[src/rtl/snake_line_if.sv]
// snake_line_if: the VGA-side line request/response bundle for snake_line_scheduler.
//
//   master (VGA scan side):
//     line_req, y_pos, snake_len, apple_x, apple_y  -> request
//     line_vram, line_valid, busy, req_drop          <- response
//   slave (scheduler side): same signals, opposite directions.
//
// Optional: when SNAKE_SELF_HIT_EN is defined, the bundle carries self_hit
// (scheduler -> VGA side).
interface snake_line_if #(
   parameter int unsigned GRID_W  = 40,
   parameter int unsigned COORD_W = 6,
   parameter int unsigned NODE_AW = 4
);
   logic               line_req;
   logic [COORD_W-1:0] y_pos;
   logic [NODE_AW:0]   snake_len;
   logic [COORD_W-1:0] apple_x;
   logic [COORD_W-1:0] apple_y;
   logic [GRID_W-1:0]  line_vram;
   logic               line_valid;
   logic               busy;
   logic               req_drop;
`ifdef SNAKE_SELF_HIT_EN
   logic               self_hit;

   modport master (
      output line_req, y_pos, snake_len, apple_x, apple_y,
      input  line_vram, line_valid, busy, req_drop, self_hit
   );
   modport slave (
      input  line_req, y_pos, snake_len, apple_x, apple_y,
      output line_vram, line_valid, busy, req_drop, self_hit
   );
`else
   modport master (
      output line_req, y_pos, snake_len, apple_x, apple_y,
      input  line_vram, line_valid, busy, req_drop
   );
   modport slave (
      input  line_req, y_pos, snake_len, apple_x, apple_y,
      output line_vram, line_valid, busy, req_drop
   );
`endif
endinterface

[src/rtl/snake_line_scheduler.sv]
// snake_line_scheduler: builds one GRID_W-bit row bitmap of the snake
// playfield per line request. On an accepted request it scans the first
// min(snake_len, MAX_NODES) entries of the node RAM (2-cycle read latency),
// ORs every node lying on the requested row plus the apple into an
// accumulator, then publishes the row with a one-cycle line_valid strobe.
//
// Ports:
//   clk_50MHz  in   system clock, rising edge
//   rst        in   synchronous active-high reset
//   line       slave of snake_line_if: line_req/y_pos/snake_len/apple_x/
//              apple_y in; line_vram/line_valid/busy/req_drop out
//   node_addr  out  node RAM read address (registered)
//   node_x     in   node RAM x data, valid 2 cycles after node_addr
//   node_y     in   node RAM y data, same timing
//
// Optional feature macro: SNAKE_SELF_HIT_EN -- adds line.self_hit, a pulse in
// the line_valid cycle when a body node (index >= 1) on the scanned row sits
// on the head cell.
module snake_line_scheduler #(
   parameter int unsigned GRID_W    = 40,
   parameter int unsigned COORD_W   = 6,
   parameter int unsigned NODE_AW   = 4,
   parameter int unsigned MAX_NODES = 16
) (
   input  logic               clk_50MHz,
   input  logic               rst,
   snake_line_if.slave        line,
   output logic [NODE_AW-1:0] node_addr,
   input  logic [COORD_W-1:0] node_x,
   input  logic [COORD_W-1:0] node_y
);

   typedef enum logic [1:0] {IDLE, ISSUE, DRAIN, DONE} state_t;

   localparam logic [NODE_AW:0] MAX_N = MAX_NODES[NODE_AW:0];

   state_t             state, next_state;
   logic [COORD_W-1:0] y_lat;
   logic [NODE_AW:0]   n_lat;
   logic [NODE_AW:0]   n_eff;
   logic [GRID_W-1:0]  acc, acc_next;
   logic [GRID_W-1:0]  apple_bits;
   logic               rd_v1, rd_v2;
   logic               accept;
   logic               last_addr;
   logic               node_hit_row;

   // One-hot column mask; columns >= GRID_W yield all zeros.
   function automatic logic [GRID_W-1:0] cell_bit(input logic [COORD_W-1:0] x);
      logic [GRID_W-1:0] r;
      r = '0;
      for (int unsigned i = 0; i < GRID_W; i++) begin
         if (32'(x) == i) r[i] = 1'b1;
      end
      return r;
   endfunction

   assign accept       = (state == IDLE) && line.line_req;
   assign n_eff        = (line.snake_len > MAX_N) ? MAX_N : line.snake_len;
   assign last_addr    = ({1'b0, node_addr} == (n_lat - 1'b1));
   assign apple_bits   = (line.apple_y == line.y_pos) ? cell_bit(line.apple_x) : '0;
   assign node_hit_row = rd_v2 && (node_y == y_lat);
   assign line.busy    = (state != IDLE);

   always_comb begin
      next_state = state;
      case (state)
         IDLE:    if (line.line_req) next_state = (n_eff == '0) ? DONE : ISSUE;
         ISSUE:   if (last_addr) next_state = DRAIN;
         // rd_v2 is consumed in this same cycle, so only rd_v1 must be empty.
         DRAIN:   if (!rd_v1) next_state = DONE;
         DONE:    next_state = IDLE;
         default: next_state = IDLE;
      endcase
   end

   always_comb begin
      acc_next = acc;
      if (accept) begin
         acc_next = apple_bits;
      end else if (node_hit_row) begin
         acc_next = acc | cell_bit(node_x);
      end
   end

   always_ff @(posedge clk_50MHz) begin
      if (rst) begin
         state           <= IDLE;
         y_lat           <= '0;
         n_lat           <= '0;
         acc             <= '0;
         rd_v1           <= 1'b0;
         rd_v2           <= 1'b0;
         node_addr       <= '0;
         line.line_vram  <= '0;
         line.line_valid <= 1'b0;
         line.req_drop   <= 1'b0;
      end else begin
         state           <= next_state;
         acc             <= acc_next;
         rd_v1           <= (state == ISSUE);
         rd_v2           <= rd_v1;
         line.req_drop   <= line.line_req && (state != IDLE);
         // Row is published on the edge entering DONE so that line_vram is
         // already current during the line_valid cycle.
         line.line_valid <= (next_state == DONE);
         if (next_state == DONE) line.line_vram <= acc_next;
         if (accept) begin
            y_lat     <= line.y_pos;
            n_lat     <= n_eff;
            node_addr <= '0;
         end else if ((state == ISSUE) && !last_addr) begin
            node_addr <= node_addr + 1'b1;
         end
      end
   end

`ifdef SNAKE_SELF_HIT_EN
   logic [NODE_AW-1:0] ret_idx;
   logic [COORD_W-1:0] head_x, head_y;
   logic               hit, hit_next;

   always_comb begin
      hit_next = hit;
      if (accept) begin
         hit_next = 1'b0;
      end else if (node_hit_row && (ret_idx != '0) &&
                   (node_x == head_x) && (node_y == head_y)) begin
         hit_next = 1'b1;
      end
   end

   always_ff @(posedge clk_50MHz) begin
      if (rst) begin
         ret_idx       <= '0;
         head_x        <= '0;
         head_y        <= '0;
         hit           <= 1'b0;
         line.self_hit <= 1'b0;
      end else begin
         hit           <= hit_next;
         line.self_hit <= (next_state == DONE) && hit_next;
         if (accept) begin
            ret_idx <= '0;
         end else if (rd_v2) begin
            ret_idx <= ret_idx + 1'b1;
            if (ret_idx == '0) begin
               head_x <= node_x;
               head_y <= node_y;
            end
         end
      end
   end
`endif

endmodule

[src/flat_wrapper.sv]
// flat-port wrapper written by rule: the top's interface ports become plain ports
module snake_line_scheduler_flat 
#(
   parameter int unsigned GRID_W    = 40,
   parameter int unsigned COORD_W   = 6,
   parameter int unsigned NODE_AW   = 4,
   parameter int unsigned MAX_NODES = 16
)
  (clk_50MHz, rst, node_addr, node_x, node_y, line_line_req, line_y_pos, line_snake_len, line_apple_x, line_apple_y, line_line_vram, line_line_valid, line_busy, line_req_drop);
  snake_line_if #(.GRID_W(GRID_W), .COORD_W(COORD_W), .NODE_AW(NODE_AW)) line_i ();
  input  logic clk_50MHz;
  input  logic rst;
  output logic [NODE_AW-1:0] node_addr;
  input  logic [COORD_W-1:0] node_x;
  input  logic [COORD_W-1:0] node_y;
  input wire logic [$bits(line_i.line_req)-1:0] line_line_req;
  input wire logic [$bits(line_i.y_pos)-1:0] line_y_pos;
  input wire logic [$bits(line_i.snake_len)-1:0] line_snake_len;
  input wire logic [$bits(line_i.apple_x)-1:0] line_apple_x;
  input wire logic [$bits(line_i.apple_y)-1:0] line_apple_y;
  output wire logic [$bits(line_i.line_vram)-1:0] line_line_vram;
  output wire logic [$bits(line_i.line_valid)-1:0] line_line_valid;
  output wire logic [$bits(line_i.busy)-1:0] line_busy;
  output wire logic [$bits(line_i.req_drop)-1:0] line_req_drop;
  assign line_i.line_req = line_line_req;
  assign line_i.y_pos = line_y_pos;
  assign line_i.snake_len = line_snake_len;
  assign line_i.apple_x = line_apple_x;
  assign line_i.apple_y = line_apple_y;
  assign line_line_vram = line_i.line_vram;
  assign line_line_valid = line_i.line_valid;
  assign line_busy = line_i.busy;
  assign line_req_drop = line_i.req_drop;
  snake_line_scheduler #(.GRID_W(GRID_W), .COORD_W(COORD_W), .NODE_AW(NODE_AW), .MAX_NODES(MAX_NODES)) u_core (.clk_50MHz(clk_50MHz), .rst(rst), .line(line_i), .node_addr(node_addr), .node_x(node_x), .node_y(node_y));
endmodule
[config.mk]
export PLATFORM = sky130hd
export DESIGN_NAME = snake_line_scheduler_flat
export DESIGN_NICKNAME = d
export VERILOG_FILES = /design/src/rtl/snake_line_if.sv /design/src/rtl/snake_line_scheduler.sv /design/src/flat_wrapper.sv
export SDC_FILE = /design/constraint.sdc
export NUM_CORES = 1
export LEC_CHECK = 0
export BUFFER_PORTS_ARGS = -buffer_cell sky130_fd_sc_hd__buf_2
export CAP_MARGIN = 25
export CORE_ASPECT_RATIO = 1.75
export CORE_UTILIZATION = 35
export DETAILED_ROUTE_END_ITERATION = 6
export SETUP_SLACK_MARGIN = 0.2
export SYNTH_ARGS = -nofsm -noshare
export SYNTH_HDL_FRONTEND = slang
export SYNTH_SLANG_ARGS = --single-unit
[constraint.sdc]
create_clock -name clk_50MHz -period 1.93 [get_ports clk_50MHz]
set_input_delay 0.193 -clock clk_50MHz [delete_from_list [all_inputs] [get_ports clk_50MHz]]
set_output_delay 0.193 -clock clk_50MHz [all_outputs]
set_load 0.1 [all_outputs]
Word-level counts from Yosys, hierarchy flattened
Cells that the tools add are included.
W data, S select, Z words.

word-level totals
  register bits after elaboration = 101
  input port bits = 38
  output and inout port bits = 47
  logic and storage cells = 279

cells by class
  $add $sub $neg = 2
  $lt $le $gt $ge = 1
  equality and inequality tests = 85
  muxes and demuxes = 169
  bitwise logic cells = 1
  reductions and logical operators = 11

operator list
  kind                   number
  $eq A6 B5 Y1 const B   32
  $mux W1                160
  $mux W40               3
  $eq A6 B4 Y1 const B   16
  $eq A6 B6 Y1 const B   16
  $eq A6 B3 Y1 const B   8
  $or A40 B40 Y40        1
  $eq A6 B2 Y1 const B   4
  $eq A6 B1 Y1 const B   2
  $eq A6 B6 Y1           2
  $logic_not A6 Y1       2
  $mux W2                4
  $pmux W2 S4            1
  $eq A2 B2 Y1 const B   3
  $eq A4 B5 Y1           1
  $gt A5 B5 Y1 const B   1
  $logic_not A5 Y1       1
  $mux W5                1
  $sub A5 B1 Y5 const B  1
  $add A4 B1 Y4 const B  1
  $logic_and A1 B1 Y1    4
  $eq A2 B1 Y1 const B   1
  $logic_not A2 Y1       1
  $reduce_bool A2 Y1     1
  other kinds (2)        2

Longest topological paths before layout
Gate-level depths: netlist of run 1.

  depth in word-level cells = 7
  depth in mapped cells = 7

Worst setup path after synthesis of run 1
Ideal clock, no wire load.

  kind = reg2reg
  start point = register u_core.node_addr[2]
  end point = register u_core.node_addr[0]
  library setup time = 73 ps
  data arrival time = 2072 ps
  setup slack = -215 ps
  stages on the path, launching flop included = 7
  buffers on the path = 1
  period minus slack after synthesis = 2145 ps
  cells stage by stage = dfxtp_1 clkbuf_1 nand3_1 a221oi_1 o2111ai_1 nand2_1 mux2i_1

on the way
  longest elaborated chain between the ends = 3

RTL lines
  what                    RTL line                     text
  from (decl)             snake_line_scheduler.sv:28   output logic [NODE_AW-1:0] node_addr,
  from (signal assigned)  snake_line_scheduler.sv:113  node_addr <= node_addr + 1'b1;
  $eq A4 B5 Y1            snake_line_scheduler.sv:60   assign last_addr = ({1'b0, node_addr} == (n_lat - 1'b1));
  $logic_not A1 Y1        snake_line_scheduler.sv:112  end else if ((state == ISSUE) && !last_addr) begin
  $logic_and A1 B1 Y1     snake_line_scheduler.sv:112

Every way passes these cells.
A chain may end at the register's enable or synchronous reset.

Worst setup path in the final report of run 1
  start point = register u_core.state[1]
  end point = register u_core.line.line_vram[0]

on the way
  longest elaborated chain between the ends = 3
  elaborated cells on any way between the ends = 11
  classes of those cells = eq/ne: 4; mux: 5; reduce/logical: 2

RTL lines
  what                                                RTL line                                                 text
  from (decl)                                         snake_line_scheduler.sv:37                               state_t state, next_state;
  from (signal assigned)                              snake_line_scheduler.sv:99                               state <= next_state;
  $eq A2 B2 Y1 (tied with other cells)                snake_line_scheduler.sv:67                               case (state)
  $pmux W2 S4 or $logic_and A1 B1 Y1 (tied branches)  snake_line_scheduler.sv:67, snake_line_scheduler.sv:58
  $eq A2 B2 Y1 or $mux W40 (tied branches)            snake_line_scheduler.sv:107, snake_line_scheduler.sv:79
  to (signal assigned)                                snake_line_scheduler.sv:107                              if (next_state == DONE) line.line_vram <= acc_next;
  to (decl)                                           snake_line_if.sv:42                                      output line_vram, line_valid, busy, req_drop

Several ways; a longest one is shown, not always the timed one.

==> results.ini, run 1 <==
[synth]
ys_async_sr_fraction=0
synth-compound-area-share=0.1947
ys_ff_latch=101
synth_area_um2=4319
synth_top_area_share=0.4681
synth_xor_area_frac=0.02839
synth_top_family_by_area=simple AND/OR/NAND/NOR gates
synth_cell_type_count=42
synth-edff-count=0
synth.area.mux_share=0.009270
postSynthCellCount=486
ys_seq_area_frac=0.4681
yosysWarnings=0
synth_area_leaders=dfxtp_1, nor2_1, a211oi_1, a221oi_1, nor4_1
synth_fp_nets=526
synthAdderAreaFrac=0.005794
syn_area_per_cell_um2=8.887
synth-simple-area-share=0.2549
synth_top_area_cell=dfxtp_1
synth_ff_type=dfxtp_1

[global_route]
antenna_found_initial=0
first_global_vias=4341
grt_max_degree=54
globalRouteMet2Util=0.3893
grtUsageMet1=0.2314
met3_usage=0.04427
gr-total-overflow=0
gr-usage-all-layers=0.2167
grt_busiest_layer=met2
grt_first_pass_wirelength_um=21420

[critical_path]
worstPathMaxFanout=7
reg2reg_depth=9
crit_required_ns=2.15
crit_type=reg2reg
start_kind=register
setup.worst_path.end_class=register
arrival_ns=2.08

[sta]
worst_pin_slew_ns=0.7985
hold_viol=0
slew_viol_final=0
period_share=0.9644
finClkSkew_ns=0.01187
max_slew_margin=0.4677
min_period_ns=1.861
clock.fmax_ghz=0.5373
fin_tns_setup_ns=0
fin_hold_ws_ns=0.09610
fin_ws_ns=0.06869
rsz0062_at_grt=true
setup_viol=0

[detailed_routing]
route.detailed.drc=0
firstDrtPassIters=6
drtIter0Drc=371
vias=4400
routedWlPerCell_um=16.99
drtAntennaViolNets=0
vias_per_cell=5.386
wirelength_um=13880

[cells_and_area]
fillers=1070
diodes=0
post_route_cells_drive_above_1_share=0.4433
syn_to_final_growth_pct=50.61
fin_area_um2=6505
final_nets=688

[clock_tree]
cts_buffers=9
cts_buffer_depth=2
ctsRootBufferMaster=clkbuf_16
clock_latency_ns=0.35
clock_sinks=101
htreeDepth=3
cts_tree=yes
clk_pin_slew_ns=0.07

[worst_hold_path]
holdCritPathClass=in2reg
min_delay_path_depth=3

[placed_design]
post-place-ws_ns=-0.1210
hpwl_um=9487
place_area_um2=5403
place.gp.congestion=0.8185
portBuffers=84

[outcome]
status=complete, no violations

[flow_run]
drv_cap=0

[floorplan]
num_rows=53
die_x_um=85.98
dieArea_um2=12810
fp.coreArea_um2=12000
ioPinCount=85
dieHeight_um=149.0
start_util=0.3598

[power_and_ir_drop]
pwr_density_cell_nw_per_um2=923.3
p_leak_nw=2.564
irDropWorstVdd_v=0.0004548

[synth_stat cells (2+ instances only)]
cell type / instances
ha_1: 2
a221oi_1: 24
xor2_1: 3
xnor2_1: 11
nand2_1: 31
buf_4: 4
a211oi_2: 5
mux2i_1: 4
a211oi_1: 33
buf_1: 2
nand2b_1: 9
clkbuf_1: 20
nor3_1: 3
nand3b_1: 6
nand4b_1: 4
a311oi_1: 2
and3b_1: 2
buf_2: 5
nor2_1: 104
or3_1: 6
nor4_1: 32
o21ai_0: 2
nor2b_1: 8
a21oi_1: 14
dfxtp_1: 101
inv_1: 8
nand4_1: 4
a22oi_1: 2
a222oi_1: 15
nand3_1: 8
[path summary, 6_finish.rpt]
path,slack [ns],end,start
worst min-delay path,0.1,u_core.y_lat[1],line_y_pos[1]
worst max-delay path,0.07,u_core.line.line_vram[0],u_core.state[1]
worst min register to register,0.47,u_core.rd_v2,u_core.rd_v1
worst max register to register,0.07,u_core.line.line_vram[0],u_core.state[1]
[per-stage QoR]
stage	util	std cells	total power [mW]
2_1_floorplan	-	486	3.621
3_3_place_gp	0.4501	766	3.992
3_5_place_dp	0.4501	766	4.016
4_1_cts	0.5136	806	5.943
5_1_grt	0.5420	817	6.236
6_report	0.5420	817	6.006
[cells in the final DEF, fill, tap and decap left out, drive strengths merged, types with 6 or more instances in the layout]
cell type  Yosys  routed
a211oi        38      38
a21oi         15      15
a221oi        24      24
a222oi        15      15
buf           11     182
clkbuf        20      11
dfxtp        101     101
inv            8       8
nand2         31      31
nand2b        10      10
nand3          8       8
nand3b         6       6
nor2         104     104
nor2b          8       8
nor4          32      32
or3            6       6
xnor2         11      11
[metal layers]
metal,up-vias,share of wire
li1,2138,-
met1,2086,0.38
met2,138,0.54
met3,38,0.042
met4,0,0.039
met5,-,0
[cell type report]
type,instances,area [um2],share of cell area
Clock buffer,11,232.7,0.03578
Clock inverter,4,51.30,0.007886
Inverter,8,30.03,0.004616
Multi-Input combinational cell,346,2595,0.3989
Sequential cell,101,2038,0.3133
Tap cell,165,206.4,0.03174
Timing Repair Buffer,182,1351,0.2077
[registers in the layout, summed over array words and instances, names as in the netlist]
register and flops:
u_core.node_addr 4, u_core.rd_v1 1, u_core.line.line_valid 1, u_core.rd_v2 1, u_core.line.line_vram 40, u_core.state 2, u_core.acc 40, u_core.n_lat 5
u_core.y_lat 6, u_core.line.req_drop 1
[cell families (layout without fill, tap and decap cells)]
logic type	Yosys count	after routing
XOR/XNOR	14	14
multiplexers	4	4
buffers and inverters	39	205
AO/OA/AOI/OAI	102	102
adder cells (fa/ha/maj)	2	2
flip-flops	101	101
AND/OR/NAND/NOR	224	224
[critical path: stages, from the launching register on]
cell and delay, ns:
dfxtp_4 0.36, buf_6 0.11, nand2b_4 0.13, or3_4 0.34, a21oi_4 0.20, buf_6 0.15
buf_16 0.14, buf_12 0.12, buf_4 0.12, a211oi_1 0.06
[repair_timing]
item | in CTS | in global routing
gates resized for setup | 53 | 53
pin swaps | 36 | 33
cloned | 2 | 0
setup endpoints to repair | 78 | 80
setup buffers | 23 | 11
hold buffers | 0 | 0
[power by group]
part | total (mW) | internal (mW) | switching, mW
combinational | 1.91 | 0.535 | 1.38
clock | 1.79 | 1.00 | 0.794
sequential | 2.30 | 2.22 | 0.0835
total | 6.01 | 3.75 | 2.25
Note: power is estimated with default switching activity, not from simulation.
==> run 2, diff against run 1 <==
--- a/config.mk
+++ b/config.mk
@@ -6,8 +6,7 @@
 export NUM_CORES = 1
 export LEC_CHECK = 0
 export BUFFER_PORTS_ARGS = -buffer_cell sky130_fd_sc_hd__buf_2
-export CAP_MARGIN = 25
-export CORE_ASPECT_RATIO = 1.75
+export CORE_ASPECT_RATIO = 1.2
 export CORE_UTILIZATION = 35
 export DETAILED_ROUTE_END_ITERATION = 6
 export SETUP_SLACK_MARGIN = 0.2
==> run 2 against run 1 <==
  * The flow now finishes with violations (design-rule violations)
  * Worst hold slack gained 0.013 ns
  * Design area grew 0.31%
  * Count of clock-buffer cells in the layout shrank 1
  * Combinational power grew 4%
  * Sequential cell count is the same
  * Global-route usage shrank 1.5 points
  * Clock power shrank 4%
  * Largest power group unchanged
==> results.ini, run 2 (synthesis gave the netlist of run 1 again) <==
[power_and_ir_drop]
power_frac_comb=0.330  ; +0.012
swShare=0.3850  ; +0.009564
switchingPower_mw=2.307  ; +2.3%
clock_power_share=0.286  ; -0.013
seqPwrFrac=0.384  ; about the same
p_leak_nw=2.558  ; -0.24%
irDropWorstVdd_v=0.0004531  ; -0.38%
pwr_density_cell_nw_per_um2=918.2  ; -0.55%
internal-power_mw=3.685  ; -1.8%

[cells_and_area]
reg.largest.list=u_core.acc: 40 flops, u_core.line.line_vram: 40 flops, u_core.y_lat: 6 flops
post_route_cells_drive_above_1_share=0.4427  ; -0.0005271
final_nets=681  ; -1.0%
fillers=1077  ; +0.65%
regArea_um2=2039  ; about the same
multi_input_area_um2=2596  ; about the same
instances_no_fill=807  ; -1.2%
diodes=0  ; unchanged
final_common_cell=dfxtp_1
syn_to_final_growth_pct=51.07
layout_common_cells=dfxtp_1, nor2_1, buf_2, buf_4, nand2_1

[detailed_routing]
drtAntennaViolNets=0  ; unchanged
vias=4397  ; -0.068%
wirelength_um=13850  ; -0.24%
drtIter0Drc=407  ; +9.7%
route.detailed.drc=1  ; +1
routedWlPerCell_um=17.16  ; +1.0%
firstDrtPassIters=7  ; +1
vias_per_cell=5.449  ; +1.2%

[placed_design]
dp.cells=756  ; -1.3%
place.gp.congestion=0.8307  ; +1.5%
portBuffers=84  ; unchanged
hpwl_um=8908  ; -6.1%

[global_route]
gr-usage-all-layers=0.2014  ; -0.01531
antenna_found_initial=0  ; unchanged
grt_first_pass_wirelength_um=19760  ; -7.8%
first_global_vias=3990  ; -8.1%
gr-total-overflow=0  ; unchanged
grt_max_degree=55  ; +1.9%

[critical_path]
worstPathMaxFanout=8  ; +1
crit_path_start=u_core.state[1]
worstSetupEndpoint=u_core.line.line_vram[26]
setup.worst_path.end_class=register
start_kind=register
reg2reg_depth=9  ; unchanged
r2r_end=u_core.line.line_vram[26]
crit_type=reg2reg
crit_required_ns=2.16  ; about the same
arrival_ns=2.04  ; -0.04 ns
rrSetupSlack_ns=0.11  ; +0.04 ns
timing.rr.start=u_core.state[1]

[clock_tree]
cts_buffers=9  ; unchanged
clock_latency_ns=0.35  ; about the same
clock_sinks=101  ; unchanged
htreeDepth=3  ; unchanged
cts_tree=yes
ctsHoldBuffers=0  ; unchanged
clk_pin_slew_ns=0.07  ; about the same
ctsRootBufferMaster=clkbuf_16
cts_buffer_depth=2  ; unchanged

[floorplan]
ioPinCount=85  ; unchanged
fp.coreArea_um2=12060  ; +0.45%
dieArea_um2=12790  ; -0.12%
die_x_um=103.4  ; +20%
start_util=0.3582  ; -0.001606
dieHeight_um=123.7  ; -17%
num_rows=44  ; -17%

[sta]
min_period_ns=1.819  ; -0.04202 ns
hold_viol=0  ; unchanged
clock.fmax_ghz=0.5497  ; +2.3%
worst_pin_slew_ns=0.7375  ; -0.06097 ns
period_share=0.9426  ; -0.02177
finClkSkew_ns=0.007970  ; -0.003901 ns
slew_viol_final=0  ; unchanged
max_slew_margin=0.5043  ; +0.03656
fin_tns_setup_ns=0  ; unchanged
setup_viol=0  ; unchanged
rsz0062_at_grt=true

[worst_hold_path]
holdCritPathClass=in2reg

[outcome]
violations=design-rule violations
status=complete, but fails checks

[flow_run]
drv_cap=0  ; unchanged

run 2: worst min-delay path by stage:
stage,from,end,slack (ns),cells past startpoint
6_report,line_y_pos[1],u_core.y_lat[1],0.11,3
5_1_grt,line_y_pos[2],u_core.y_lat[2],0.12,3
4_1_cts,line_y_pos[1],u_core.y_lat[1],0.10,3
3_5_place_dp,u_core.y_lat[5],u_core.y_lat[5],0.46,2
3_3_place_gp,u_core.y_lat[5],u_core.y_lat[5],0.46,2
2_1_floorplan,line_y_pos[0],u_core.y_lat[0],0.33,2
run 2: worst max-delay path, cell delays in order (launching register included):
cell and delay [ns]:
dfxtp_4 0.36, buf_6 0.11, nand2b_4 0.13, or3_4 0.34
a21oi_4 0.15, buf_12 0.16, buf_12 0.14, buf_12 0.11
buf_16 0.12, a211oi_2 0.06
run 2: metal layers:
layer  global-route usage  part of all wire  vias to the layer above
li1                     -                 -                     2124
met1               0.2627              0.44                     2115
met2               0.3241              0.50                      139
met3              0.03423             0.049                       19
met4              0.08979             0.018                        0
met5                    0                 0                        -
run 2: power groups by stage:
stage / clock network [mW] / registers (mW) / logic [mW]
floorplan: 0 / 3.08 / 0.540
global route: 1.82 / 2.32 / 2.09
detailed placement: 0 / 2.34 / 1.65
finish: 1.71 / 2.30 / 1.98
global placement: 0 / 2.34 / 1.64
CTS: 1.73 / 2.30 / 1.79
run 2: layout make-up:
type,count,share of cell area
multi-input cells,346,0.3979
flip-flops and latches,101,0.3126
repair buffers,175,0.2119
clock buffers,10,0.03509
well taps,161,0.03087
clock inverters,6,0.007095
inverters,8,0.004602
run 2: stage by stage:
stage / area [um2] / setup slack [ns] / hold WS (ns) / util / power, mW
after floorplan: 4402 / 0.1411 / 0.3290 / - / 3.621
after global placement: 5365 / -0.3298 / 0.4583 / 0.4450 / 3.977
after detailed placement: 5365 / -0.3462 / 0.4605 / 0.4450 / 3.997
after CTS: 6021 / 0.1229 / 0.1028 / 0.4994 / 5.815
after global routing: 6525 / 0.06092 / 0.1231 / 0.5412 / 6.221
final: 6525 / 0.1107 / 0.1091 / 0.5412 / 5.991
run 2: what timing repair did:
item	CTS	global route
setup endpoints to repair	76	75
pin swaps	24	35
hold endpoints to repair	0	0
resized for setup	38	61
buffers inserted	17	11
gates cloned	2	5
